$ cat src/rtl/rv_ctrl_pkg.sv
// Shared types and constants for the multicycle RISC-V control unit:
// FSM state encoding, instruction classes, opcode/funct3 values and ALUOp codes.
package rv_ctrl_pkg;

    typedef enum logic [2:0] {
        ST_FETCH  = 3'd0,
        ST_DECODE = 3'd1,
        ST_EXEC   = 3'd2,
        ST_MEM    = 3'd3,
        ST_WB     = 3'd4
    } state_t;

    typedef enum logic [2:0] {
        CLS_R       = 3'd0,
        CLS_I       = 3'd1,
        CLS_LOAD    = 3'd2,
        CLS_STORE   = 3'd3,
        CLS_BRANCH  = 3'd4,
        CLS_ILLEGAL = 3'd5
    } instr_class_t;

    localparam logic [6:0] OP_R      = 7'b0110011;
    localparam logic [6:0] OP_I      = 7'b0010011;
    localparam logic [6:0] OP_LOAD   = 7'b0000011;
    localparam logic [6:0] OP_STORE  = 7'b0100011;
    localparam logic [6:0] OP_BRANCH = 7'b1100011;

    localparam logic [2:0] F3_ADD = 3'b000;
    localparam logic [2:0] F3_SLL = 3'b001;
    localparam logic [2:0] F3_XOR = 3'b100;
    localparam logic [2:0] F3_SR  = 3'b101;
    localparam logic [2:0] F3_OR  = 3'b110;
    localparam logic [2:0] F3_AND = 3'b111;
    localparam logic [2:0] F3_LW  = 3'b010;
    localparam logic [2:0] F3_SW  = 3'b010;
    localparam logic [2:0] F3_BEQ = 3'b000;
    localparam logic [2:0] F3_BNE = 3'b001;
    localparam logic [2:0] F3_BLT = 3'b100;
    localparam logic [2:0] F3_BGE = 3'b101;

    localparam logic [1:0] ALUOP_ADD    = 2'b00;
    localparam logic [1:0] ALUOP_BRANCH = 2'b01;
    localparam logic [1:0] ALUOP_FUNCT  = 2'b10;

endpackage

$ cat src/rtl/instr_class_decode.sv
// Combinational instruction classifier: looks only at opcode and funct3 and
// sorts the instruction into one of the supported classes or ILLEGAL.
module instr_class_decode
    import rv_ctrl_pkg::*;
(
    input  logic [31:0]  instruction,
    output instr_class_t instr_class
);

    logic [6:0] opcode;
    logic [2:0] funct3;
    logic       unused_bits;

    assign opcode      = instruction[6:0];
    assign funct3      = instruction[14:12];
    assign unused_bits = ^{instruction[31:15], instruction[11:7]};

    // Map opcode plus permitted funct3 values onto a class; anything else is illegal.
    always_comb begin
        instr_class = CLS_ILLEGAL;
        case (opcode)
            OP_R: begin
                if (funct3 == F3_ADD || funct3 == F3_SLL || funct3 == F3_XOR ||
                    funct3 == F3_SR  || funct3 == F3_OR  || funct3 == F3_AND)
                    instr_class = CLS_R;
            end
            OP_I: begin
                if (funct3 == F3_ADD || funct3 == F3_SLL)
                    instr_class = CLS_I;
            end
            OP_LOAD: begin
                if (funct3 == F3_LW)
                    instr_class = CLS_LOAD;
            end
            OP_STORE: begin
                if (funct3 == F3_SW)
                    instr_class = CLS_STORE;
            end
            OP_BRANCH: begin
                if (funct3 == F3_BEQ || funct3 == F3_BNE ||
                    funct3 == F3_BLT || funct3 == F3_BGE)
                    instr_class = CLS_BRANCH;
            end
            default: instr_class = CLS_ILLEGAL;
        endcase
    end

endmodule

$ cat src/rtl/multicycle_control.sv
// Multicycle control FSM: FETCH -> DECODE -> EXEC -> (MEM) -> (WB) -> FETCH.
// Control outputs are decoded from the current state, the class latched in
// DECODE and the mem_ready/branch_taken handshakes, and are forced to 0 while
// rst_n is low. Optional performance counters are built when CTRL_PERF_CNT_EN
// is defined.
module multicycle_control
    import rv_ctrl_pkg::*;
(
    input  logic        clk,
    input  logic        rst_n,
    input  logic [31:0] instruction,
    input  logic        mem_ready,
    input  logic        branch_taken,
    output logic        PCWrite,
    output logic        PCSrc,
    output logic        IRWrite,
    output logic        MemRead,
    output logic        MemWrite,
    output logic        MemToReg,
    output logic        ALUSrc,
    output logic        RegWrite,
    output logic        Illegal,
    output logic [1:0]  ALUOp,
    output logic [2:0]  state
`ifdef CTRL_PERF_CNT_EN
    ,
    output logic [31:0] cycle_cnt,
    output logic [31:0] instret_cnt
`endif
);

    state_t       state_q;
    instr_class_t cls_q;
    instr_class_t cls_dec;

    instr_class_decode u_decode (
        .instruction (instruction),
        .instr_class (cls_dec)
    );

    assign state = state_q;

    // State sequencing plus the class register that all post-DECODE decisions use.
    always_ff @(posedge clk or negedge rst_n) begin
        if (!rst_n) begin
            state_q <= ST_FETCH;
            cls_q   <= CLS_ILLEGAL;
        end else begin
            case (state_q)
                ST_FETCH: begin
                    if (mem_ready)
                        state_q <= ST_DECODE;
                end
                ST_DECODE: begin
                    cls_q <= cls_dec;
                    if (cls_dec == CLS_ILLEGAL)
                        state_q <= ST_FETCH;
                    else
                        state_q <= ST_EXEC;
                end
                ST_EXEC: begin
                    case (cls_q)
                        CLS_R, CLS_I:         state_q <= ST_WB;
                        CLS_LOAD, CLS_STORE:  state_q <= ST_MEM;
                        default:              state_q <= ST_FETCH;
                    endcase
                end
                ST_MEM: begin
                    if (cls_q == CLS_LOAD) begin
                        if (mem_ready)
                            state_q <= ST_WB;
                    end else if (cls_q == CLS_STORE) begin
                        if (mem_ready)
                            state_q <= ST_FETCH;
                    end else begin
                        state_q <= ST_FETCH;
                    end
                end
                ST_WB:   state_q <= ST_FETCH;
                default: state_q <= ST_FETCH;
            endcase
        end
    end

    // Output decode; everything is held at 0 while reset is asserted.
    always_comb begin
        PCWrite  = 1'b0;
        PCSrc    = 1'b0;
        IRWrite  = 1'b0;
        MemRead  = 1'b0;
        MemWrite = 1'b0;
        MemToReg = 1'b0;
        ALUSrc   = 1'b0;
        RegWrite = 1'b0;
        Illegal  = 1'b0;
        ALUOp    = ALUOP_ADD;
        if (rst_n) begin
            case (state_q)
                ST_FETCH: begin
                    MemRead = 1'b1;
                    if (mem_ready) begin
                        IRWrite = 1'b1;
                        PCWrite = 1'b1;
                    end
                end
                ST_DECODE: begin
                    Illegal = (cls_dec == CLS_ILLEGAL);
                end
                ST_EXEC: begin
                    case (cls_q)
                        CLS_R: begin
                            ALUOp = ALUOP_FUNCT;
                        end
                        CLS_I: begin
                            ALUSrc = 1'b1;
                            ALUOp  = ALUOP_FUNCT;
                        end
                        CLS_LOAD, CLS_STORE: begin
                            ALUSrc = 1'b1;
                        end
                        CLS_BRANCH: begin
                            ALUOp   = ALUOP_BRANCH;
                            PCSrc   = 1'b1;
                            PCWrite = branch_taken;
                        end
                        default: ;
                    endcase
                end
                ST_MEM: begin
                    if (cls_q == CLS_LOAD)
                        MemRead = 1'b1;
                    else if (cls_q == CLS_STORE)
                        MemWrite = 1'b1;
                end
                ST_WB: begin
                    RegWrite = 1'b1;
                    MemToReg = (cls_q == CLS_LOAD);
                end
                default: ;
            endcase
        end
    end

`ifdef CTRL_PERF_CNT_EN
    logic retire;

    // An instruction retires on the edge that leaves WB, a completed store, or a branch EXEC.
    always_comb begin
        retire = 1'b0;
        case (state_q)
            ST_WB:   retire = 1'b1;
            ST_MEM:  retire = (cls_q == CLS_STORE) && mem_ready;
            ST_EXEC: retire = (cls_q == CLS_BRANCH);
            default: retire = 1'b0;
        endcase
    end

    // Free-running cycle counter and retired-instruction counter, both wrapping.
    always_ff @(posedge clk or negedge rst_n) begin
        if (!rst_n) begin
            cycle_cnt   <= 32'd0;
            instret_cnt <= 32'd0;
        end else begin
            cycle_cnt <= cycle_cnt + 32'd1;
            if (retire)
                instret_cnt <= instret_cnt + 32'd1;
        end
    end
`endif

endmodule
$ cat config.mk
export PLATFORM = sky130hd
export DESIGN_NAME = multicycle_control
export DESIGN_NICKNAME = d
export VERILOG_FILES = /design/src/rtl/rv_ctrl_pkg.sv /design/src/rtl/instr_class_decode.sv /design/src/rtl/multicycle_control.sv
export SDC_FILE = /design/constraint.sdc
export NUM_CORES = 1
export LEC_CHECK = 0
export CAP_MARGIN = 20
export CORE_MARGIN = 2
export CORE_UTILIZATION = 27
export DETAILED_ROUTE_END_ITERATION = 10
export PLACE_DENSITY = 0.75
export SLEW_MARGIN = 0
export SYNTH_ARGS = -nofsm -noshare
export SYNTH_HDL_FRONTEND = slang
export SYNTH_SLANG_ARGS = --single-unit
$ cat constraint.sdc
create_clock -name clk -period 1.77 [get_ports clk]
set_input_delay 0.4425 -clock clk [delete_from_list [all_inputs] [get_ports clk]]
set_output_delay 0.4425 -clock clk [all_outputs]
set_load 0.02 [all_outputs]
==> results.toml, run 1 <==
[status]
run_status = "finished, violations left"
violations = "negative setup slack"

[setup_path]
end_kind = "output pin"
crit_path_start_kind = "input port"
path_class = "input port to output pin"
arrival_ns = 1.61
worstPathRequired_ns = 1.33
cp_max_fo = 2

[clock_network]
clk_pin_slew_ns = 0.04
cts_buffers = 3
clock_sinks = 6
cts_tree = "built"
clock_path_buffers = 2
clock-root-buffer = "clkbuf_4"
clkLatencyLatePin_ns = 0.25
htreeDepth = 1

[placed_design]
dpl.hpwl_um = 1500
dp.cells = 150
routabilityCongestion = 0.785
placed_area_um2 = 1100
portBuffers = 27
dp_slack_ns = -1.04

[power_and_ir_drop]
p_leak_nw = 0.531
powerDensity_nw_per_um2 = 357
max-vdd-ir-drop_mv = 0.219

[synthesis]
synth.distinct_cells = 31
synthSimpleGateAreaFrac = 0.465
synth_top_family_by_area = "simple AND/OR/NAND/NOR gates"
postSynthAreaPerCell_um2 = 8.04
ys_seq_area_frac = 0.279
synthesis.area_um2 = 547
synth_top_cell_by_area = "dfrtp_1"
ys_warn_count = 0
synth_area_leaders = "dfrtp_1, dfstp_2, nor4bb_1"
synth_xor_area_frac = 0.0160
synth_fa_ha_area_frac = 0
synth-seq-cells = 6
postSynthCellCount = 68
synth_compound_area_frac = 0.185
syn_nets = 104
netlist.area_leader.share = 0.183
muxShareOfSynthArea = 0.0206

[grt]
grt-ovfl-total = 0
grt_pass1_wl_um = 3160
grt_max_degree = 8
track_usage = 0.170
antenna_found_initial = 0
grt_pass1_vias = 785

[drt]
wl_um = 1830
ant_nets = 0
drc = 0
vias = 769
wl_per_cell_um = 11.6
drt_pass1_iterations = 2
drt_iter0_drc = 6
viasPerCell = 4.87

[layout]
drive_above_1_share = 0.626
n_antenna_cell = 0
final_cell_mix = "buf_4, buf_6, nor2_1, clkdlybuf4s50_1, a21oi_1"
layout_commonest_cell = "buf_4"
final_nets = 168
syn2layout_area_growth_pct = 126
fin_area_um2 = 1240
layoutNonFillerInstCount = 158

[timing]
skew_ns = 0.00954
setup_tns_ns = -0.588
tightest_slew_ns = 0.283
maxSlewHeadroom = 0.808
hold_violations = 0
finalCritPeriodShare = 1.16
setup_ws_ns = -0.286
final-max-slew-violation-count = 0
rsz0062_at_grt = "yes"
setup_violations = 7
fin_crit_ns = 2.06
max_freq_mhz = 486

[floorplanning]
initial_core_util = 0.282
io_pins = 50
core.rowCount = 16
die_h_um = 49
core-area_um2 = 1940
die_area_um2 = 2400
die_x_um = 49

[run]
cap_violations = 0

[min_path]
hold_path_class = "input port to async pin"
## final timing paths
check | start | endpoint | slack [ns] | cells after the start
max reg2reg | state[2]$_DFFE_PN0P_ | cls_q[1]$_DFFE_PN0P_ | 0.27 | 4
min | rst_n | cls_q[1]$_DFFE_PN0P_ | 0.24 | 2
min in group clk | state[2]$_DFFE_PN0P_ | state[2]$_DFFE_PN0P_ | 0.60 | 2
min reg2reg | state[2]$_DFFE_PN0P_ | state[2]$_DFFE_PN0P_ | 0.60 | 2
max in group asynchronous | rst_n | state[1]$_DFFE_PN0P_ | 1.32 | 3
max | instruction[14] | Illegal | -0.29 | 6
## cell type report
type / count / area (um2)
multi-input cells: 59 / 493
well taps: 27 / 33.8
repair buffers: 61 / 523
fillers: 185 / 706
clock buffers: 4 / 26.3
flip-flops and latches: 6 / 156
inverters: 1 / 3.75
## synth_stat cells (all sizes together)
cell	n
or4b	1
clkbuf	1
xnor2	1
a31o	1
nor2	8
dfstp	2
and4bb	1
nor3	3
o211a	1
a211oi	2
o22a	1
nand2b	2
and3	1
nor4bb	3
and3b	1
a21oi	6
and2b	1
nand3b	2
o21ai	5
buf	1
nand2	5
mux2	1
nor4	2
and4b	1
nor2b	2
nor3b	3
inv	1
dfrtp	4
nand3	5
## power breakdown
part	switching [W]	leakage, nW	internal (W)
combinational	0.0000660	0.445	0.0000917
sequential	0.00000516	0.0706	0.000141
clock	0.0000524	0.0150	0.0000855
## metrics by stage
step / hold slack (ns) / util / power (W)
final: 0.240 / 0.637 / 0.000442
after global routing: 0.242 / 0.637 / 0.000475
after CTS: 0.227 / 0.601 / 0.000440
after detailed placement: 0.585 / 0.564 / 0.000292
after global placement: 0.563 / 0.564 / 0.000288
after floorplan: 0.147 / - / 0.000199
## cells by family after synthesis
kind of cell | Yosys count
XOR/XNOR | 1
AND/OR/NAND/NOR | 41
multiplexers | 1
AO/OA/AOI/OAI | 16
buffers and inverters | 3
flip-flops | 6
## state kept, by name, summed over array words and instances, names as in the netlist
name and flops:
state 3, cls_q 3
## layer usage
metal | GRT usage | wire, um
met1 | 0.165 | 703
met2 | 0.333 | 969
met3 | 0.0276 | 102
met4 | 0.100 | 52
met5 | 0 | 0
## timing repair
| action | CTS | global route |
|---|---|---|
| endpoints found under the setup margin | 14 | 12 |
| hold buffers | 0 | 0 |
| buffers inserted | 3 | 1 |
| gates resized for setup | 100 | 16 |
| pin swaps | 8 | 8 |
## critical path: stages
cell,delay [ns]
buf_6,0.09
or4b_4,0.54
a21oi_2,0.14
a211oi_2,0.05
o211a_1,0.22
buf_6,0.13
Power figures use the tool's default switching activity.
==> run 2, diff against run 1 <==
TNS_END_PERCENT = 10   (was unset)
==> results.toml, run 2 (synthesis gave the netlist of run 1 again) <==
[power_and_ir_drop]
p_leak_nw = 0.535
max-vdd-ir-drop_mv = 0.283
powerDensity_nw_per_um2 = 372

[setup_path]
worstPathRequired_ns = 1.33
crit_slowest_cell = "or4b_4"
arrival_ns = 1.63
crit_buf_inv = 2
worst_path_dominant_cell_family = "simple AND/OR/NAND/NOR gates"
cpPeakStageDelay_ns = 0.54
crit_path_frequent_cell = "buf_6"
crit_chain = "buf_6, or4b_4, a21oi_2, a211oi_2, o211a_1, buf_6"
path_class = "input port to output pin"
cp_max_fo = 2
end_kind = "output pin"
crit_path_start_kind = "input port"

[grt]
grt_pass1_wl_um = 3080
antenna_found_initial = 0
grt_pass1_vias = 771
grt_max_degree = 9
track_usage = 0.162
grt-ovfl-total = 0

[layout]
final_cell_mix = "buf_4, buf_6, nor2_1, clkdlybuf4s50_1"
n_antenna_cell = 0
final_util = 0.604
layout_commonest_cell = "buf_4"
layoutNonFillerInstCount = 156
fill_cells = 200
syn2layout_area_growth_pct = 115
final_nets = 166
fin_area_um2 = 1170
drive_above_1_share = 0.543

[timing]
max_freq_mhz = 482
rsz0062_at_grt = "yes"
tightest_slew_ns = 0.388
skew_ns = 0.00325
finalCritPeriodShare = 1.17
setup_violations = 8
maxSlewHeadroom = 0.738
fin_crit_ns = 2.07
hold_violations = 0
final-max-slew-violation-count = 0
setup_ws_ns = -0.304

[min_path]
hold_path_class = "input port to async pin"

[run]
cap_violations = 0

[placed_design]
portBuffers = 27
dpl.hpwl_um = 1520
dp_slack_ns = -1.04
placed_area_um2 = 1080
routabilityCongestion = 0.898
dp.cells = 150

[floorplanning]
initial_core_util = 0.282
die_x_um = 49
die_h_um = 49
die_area_um2 = 2400
io_pins = 50
core-area_um2 = 1940
core.rowCount = 16

[drt]
drc = 0
drt_pass1_iterations = 4
viasPerCell = 4.89
drt_iter0_drc = 7
wl_um = 1900
ant_nets = 0
vias = 763
wl_per_cell_um = 12.2

[status]
run_status = "finished, violations left"
violations = "negative setup slack"

[clock_network]
clk_pin_slew_ns = 0.05
htreeDepth = 1
clock-root-buffer = "clkbuf_4"
cts_buffers = 3
ctsHoldBuffers = 0
clkLatencyLatePin_ns = 0.24
clock_sinks = 6
clock_path_buffers = 2
cts_tree = "built"
-- run 2: cell types whose count changed in the layout (fill, tap and decap cells not counted), moves of 2 or more --
cell and change:
buf_6 -5, buf_4 +3, dfrtp_1 +2, dfrtp_2 -2
-- run 2: final timing paths --
check / to / slack [ns] / depth (start not counted) / start
min in group clk: state[1]$_DFFE_PN0P_ / 0.59 / 3 / state[2]$_DFFE_PN0P_
max in group asynchronous: cls_q[2]$_DFFE_PN1P_ / 1.22 / 3 / rst_n
setup / recovery: Illegal / -0.30 / 6 / instruction[12]
hold / removal: state[1]$_DFFE_PN0P_ / 0.35 / 3 / rst_n
hold reg to reg: state[1]$_DFFE_PN0P_ / 0.59 / 3 / state[2]$_DFFE_PN0P_
setup reg to reg: cls_q[1]$_DFFE_PN0P_ / 0.29 / 4 / state[1]$_DFFE_PN0P_
-- run 2: per-stage QoR --
step | total power [W] | setup TNS [ns] | hold WS (ns)
final | 0.000437 | -0.744 | 0.351
after global routing | 0.000466 | -1.39 | 0.362
after CTS | 0.000432 | -0.909 | 0.340
after detailed placement | 0.000295 | -7.88 | 0.583
after global placement | 0.000290 | -7.69 | 0.559
after floorplan | 0.000197 | -0.568 | 0.147
-- run 2: layer usage --
metal / vias up / routed length (um) / global-route usage
li1: 377 / - / -
met1: 347 / 683 / 0.137
met2: 37 / 1050 / 0.342
met3: 2 / 147 / 0.0491
met4: 0 / 15 / 0.0571
met5: - / 0 / 0
-- run 2: area by class of cell --
cell class                      count  area [um2]  area share
Multi-Input combinational cell     59         460       0.392
Tap cell                           27        33.8      0.0288
Sequential cell                     6         154       0.131
Clock buffer                        4        26.3      0.0224
Timing Repair Buffer               59         495       0.422
Inverter                            1        3.75     0.00320
-- run 2: what timing repair did --
action,in CTS,in global routing
setup buffers,1,1
pin swaps,5,7
endpoints found under the setup margin,13,13
gates resized for setup,81,19
-- run 2: power breakdown --
part / leakage (nW) / switching, W / total, W / internal, W
clock: 0.0150 / 0.0000478 / 0.000133 / 0.0000853
sequential: 0.0740 / 0.00000562 / 0.000147 / 0.000141
combinational: 0.446 / 0.0000660 / 0.000157 / 0.0000911
total: 0.535 / 0.000119 / 0.000437 / 0.000317
-- run 2: worst register-to-register path: cells and delay by family, from the launching register on --
kind,cells,cell delay [ns]
multiplexers,1,0.32
buffers and inverters,2,0.36
flip-flops,1,0.37
AND/OR/NAND/NOR,1,0.31
==> run 3, diff against run 2 <==
SKIP_LAST_GASP = 1   (was unset)
==> results.toml, run 3 (synthesis gave the netlist of run 1 again) <==
[grt]
antenna_found_initial = 0
grt_pass1_wl_um = 3080
grt_pass1_vias = 792
grt_max_degree = 9
grt_busiest_layer = "met2"
grtUsageMet1 = 0.131
met2_usage = 0.349
grt-ovfl-total = 0
track_usage = 0.162
grtUsageMet3 = 0.0491

[layout]
drive_above_1_share = 0.465
layout_commonest_cell = "buf_4"
syn2layout_area_growth_pct = 102
final_nets = 166
final_util = 0.569
n_antenna_cell = 0
final_cell_mix = "buf_4, clkdlybuf4s50_1, nor2_1"

[placed_design]
routabilityCongestion = 0.898
dpl.hpwl_um = 1520
portBuffers = 27
dp_slack_ns = -1.04

[power_and_ir_drop]
p_leak_nw = 0.505
powerDensity_nw_per_um2 = 387
max-vdd-ir-drop_mv = 0.282

[floorplanning]
die_x_um = 49
die_h_um = 49
initial_core_util = 0.282
core-area_um2 = 1940
die_area_um2 = 2400
io_pins = 50
core.rowCount = 16

[timing]
final-max-slew-violation-count = 0
holdWs_ns = 0.579
fin_crit_ns = 2.07
rsz0062_at_grt = "yes"
tightest_slew_ns = 0.388
max_freq_mhz = 482
setup_ws_ns = -0.304
setup_violations = 13
skew_ns = 0.00325
maxSlewHeadroom = 0.738
hold_violations = 0
finalCritPeriodShare = 1.17

[drt]
wl_um = 1810
wl_per_cell_um = 11.6
drt_pass1_iterations = 3
drt_iter0_drc = 3
ant_nets = 0
drc = 0
viasPerCell = 4.84
vias = 755

[clock_network]
clock_path_buffers = 2
clock-root-buffer = "clkbuf_4"
cts_tree = "built"
cts_buffers = 3
clkLatencyLatePin_ns = 0.24
clk_pin_slew_ns = 0.05
htreeDepth = 1
clock_sinks = 6

[setup_path]
crit_slowest_cell = "or4b_4"
crit_chain = "buf_6, or4b_4, a21oi_2, a211oi_2, o211a_1, buf_6"
path_class = "input port to output pin"
worst_path_dominant_cell_family = "simple AND/OR/NAND/NOR gates"
crit_buf_inv = 2
worstPathRequired_ns = 1.33
crit_path_frequent_cell = "buf_6"
arrival_ns = 1.63
end_kind = "output pin"
cp_max_fo = 2
crit_path_start_kind = "input port"
cpPeakStageDelay_ns = 0.54

[status]
violations = "negative setup slack"
run_status = "finished, violations left"

[run]
cap_violations = 0

[min_path]
hold_path_class = "flip-flop to flip-flop"
[run 3: changes by cell type in the layout (fill, tap and decap cells not counted), sizes merged]
cell | before | now
dlymetal6s2s | 2 | 1
clkdlybuf4s50 | 6 | 10
clkdlybuf4s15 | 1 | 2
clkbuf | 4 | 6
buf | 47 | 41
[run 3: layout make-up]
| type | instances | area, um2 |
|---|---|---|
| clock buffers | 4 | 26.3 |
| fillers | 209 | 837 |
| inverters | 1 | 3.75 |
| multi-input cells | 59 | 412 |
| flip-flops and latches | 6 | 154 |
| well taps | 27 | 33.8 |
| repair buffers | 59 | 475 |
[run 3: layer usage]
metal / vias up / share of wire
met1: 345 / 0.36
met4: 0 / 0.0083
met2: 31 / 0.56
met5: - / 0
li1: 377 / -
met3: 2 / 0.071
[run 3: power by group]
part / internal (W) / leakage (nW) / switching, W
Clock: 0.0000853 / 0.0150 / 0.0000478
Combinational: 0.0000870 / 0.416 / 0.0000623
Sequential: 0.000141 / 0.0740 / 0.00000433
[run 3: per-stage QoR]
stage	TNS, ns	instance area (um2)	power, W	cells
3_5_place_dp	-7.88	1080	0.000295	150
2_1_floorplan	-0.568	564	0.000197	68
4_1_cts	-3.69	1090	0.000431	155
6_report	-2.89	1100	0.000428	156
5_1_grt	-3.65	1100	0.000458	156
3_3_place_gp	-7.69	1080	0.000290	150
[run 3: final timing paths]
check | endpoint | slack [ns] | cells after the start | startpoint
min reg2reg | state[0]$_DFFE_PN0P_ | 0.58 | 2 | state[1]$_DFFE_PN0P_
max | Illegal | -0.30 | 6 | instruction[12]
min in group asynchronous | state[1]$_DFFE_PN0P_ | 0.61 | 3 | rst_n
max in group asynchronous | cls_q[2]$_DFFE_PN1P_ | 0.96 | 3 | rst_n
min | state[0]$_DFFE_PN0P_ | 0.58 | 2 | state[1]$_DFFE_PN0P_
max reg2reg | cls_q[1]$_DFFE_PN0P_ | 0.30 | 4 | state[1]$_DFFE_PN0P_
[run 3: worst min-delay path: cells and delay by family (launching register included)]
family	cells	cell delay [ns]
compound gates	1	0.07
buf+inv	1	0.13
flops	1	0.34
[run 3: timing repair]
item	4_1_cts	5_1_grt
hold buffers	0	0
setup endpoints to repair	13	14
resized for setup	48	14
buffers inserted	1	1
pin swaps	4	4
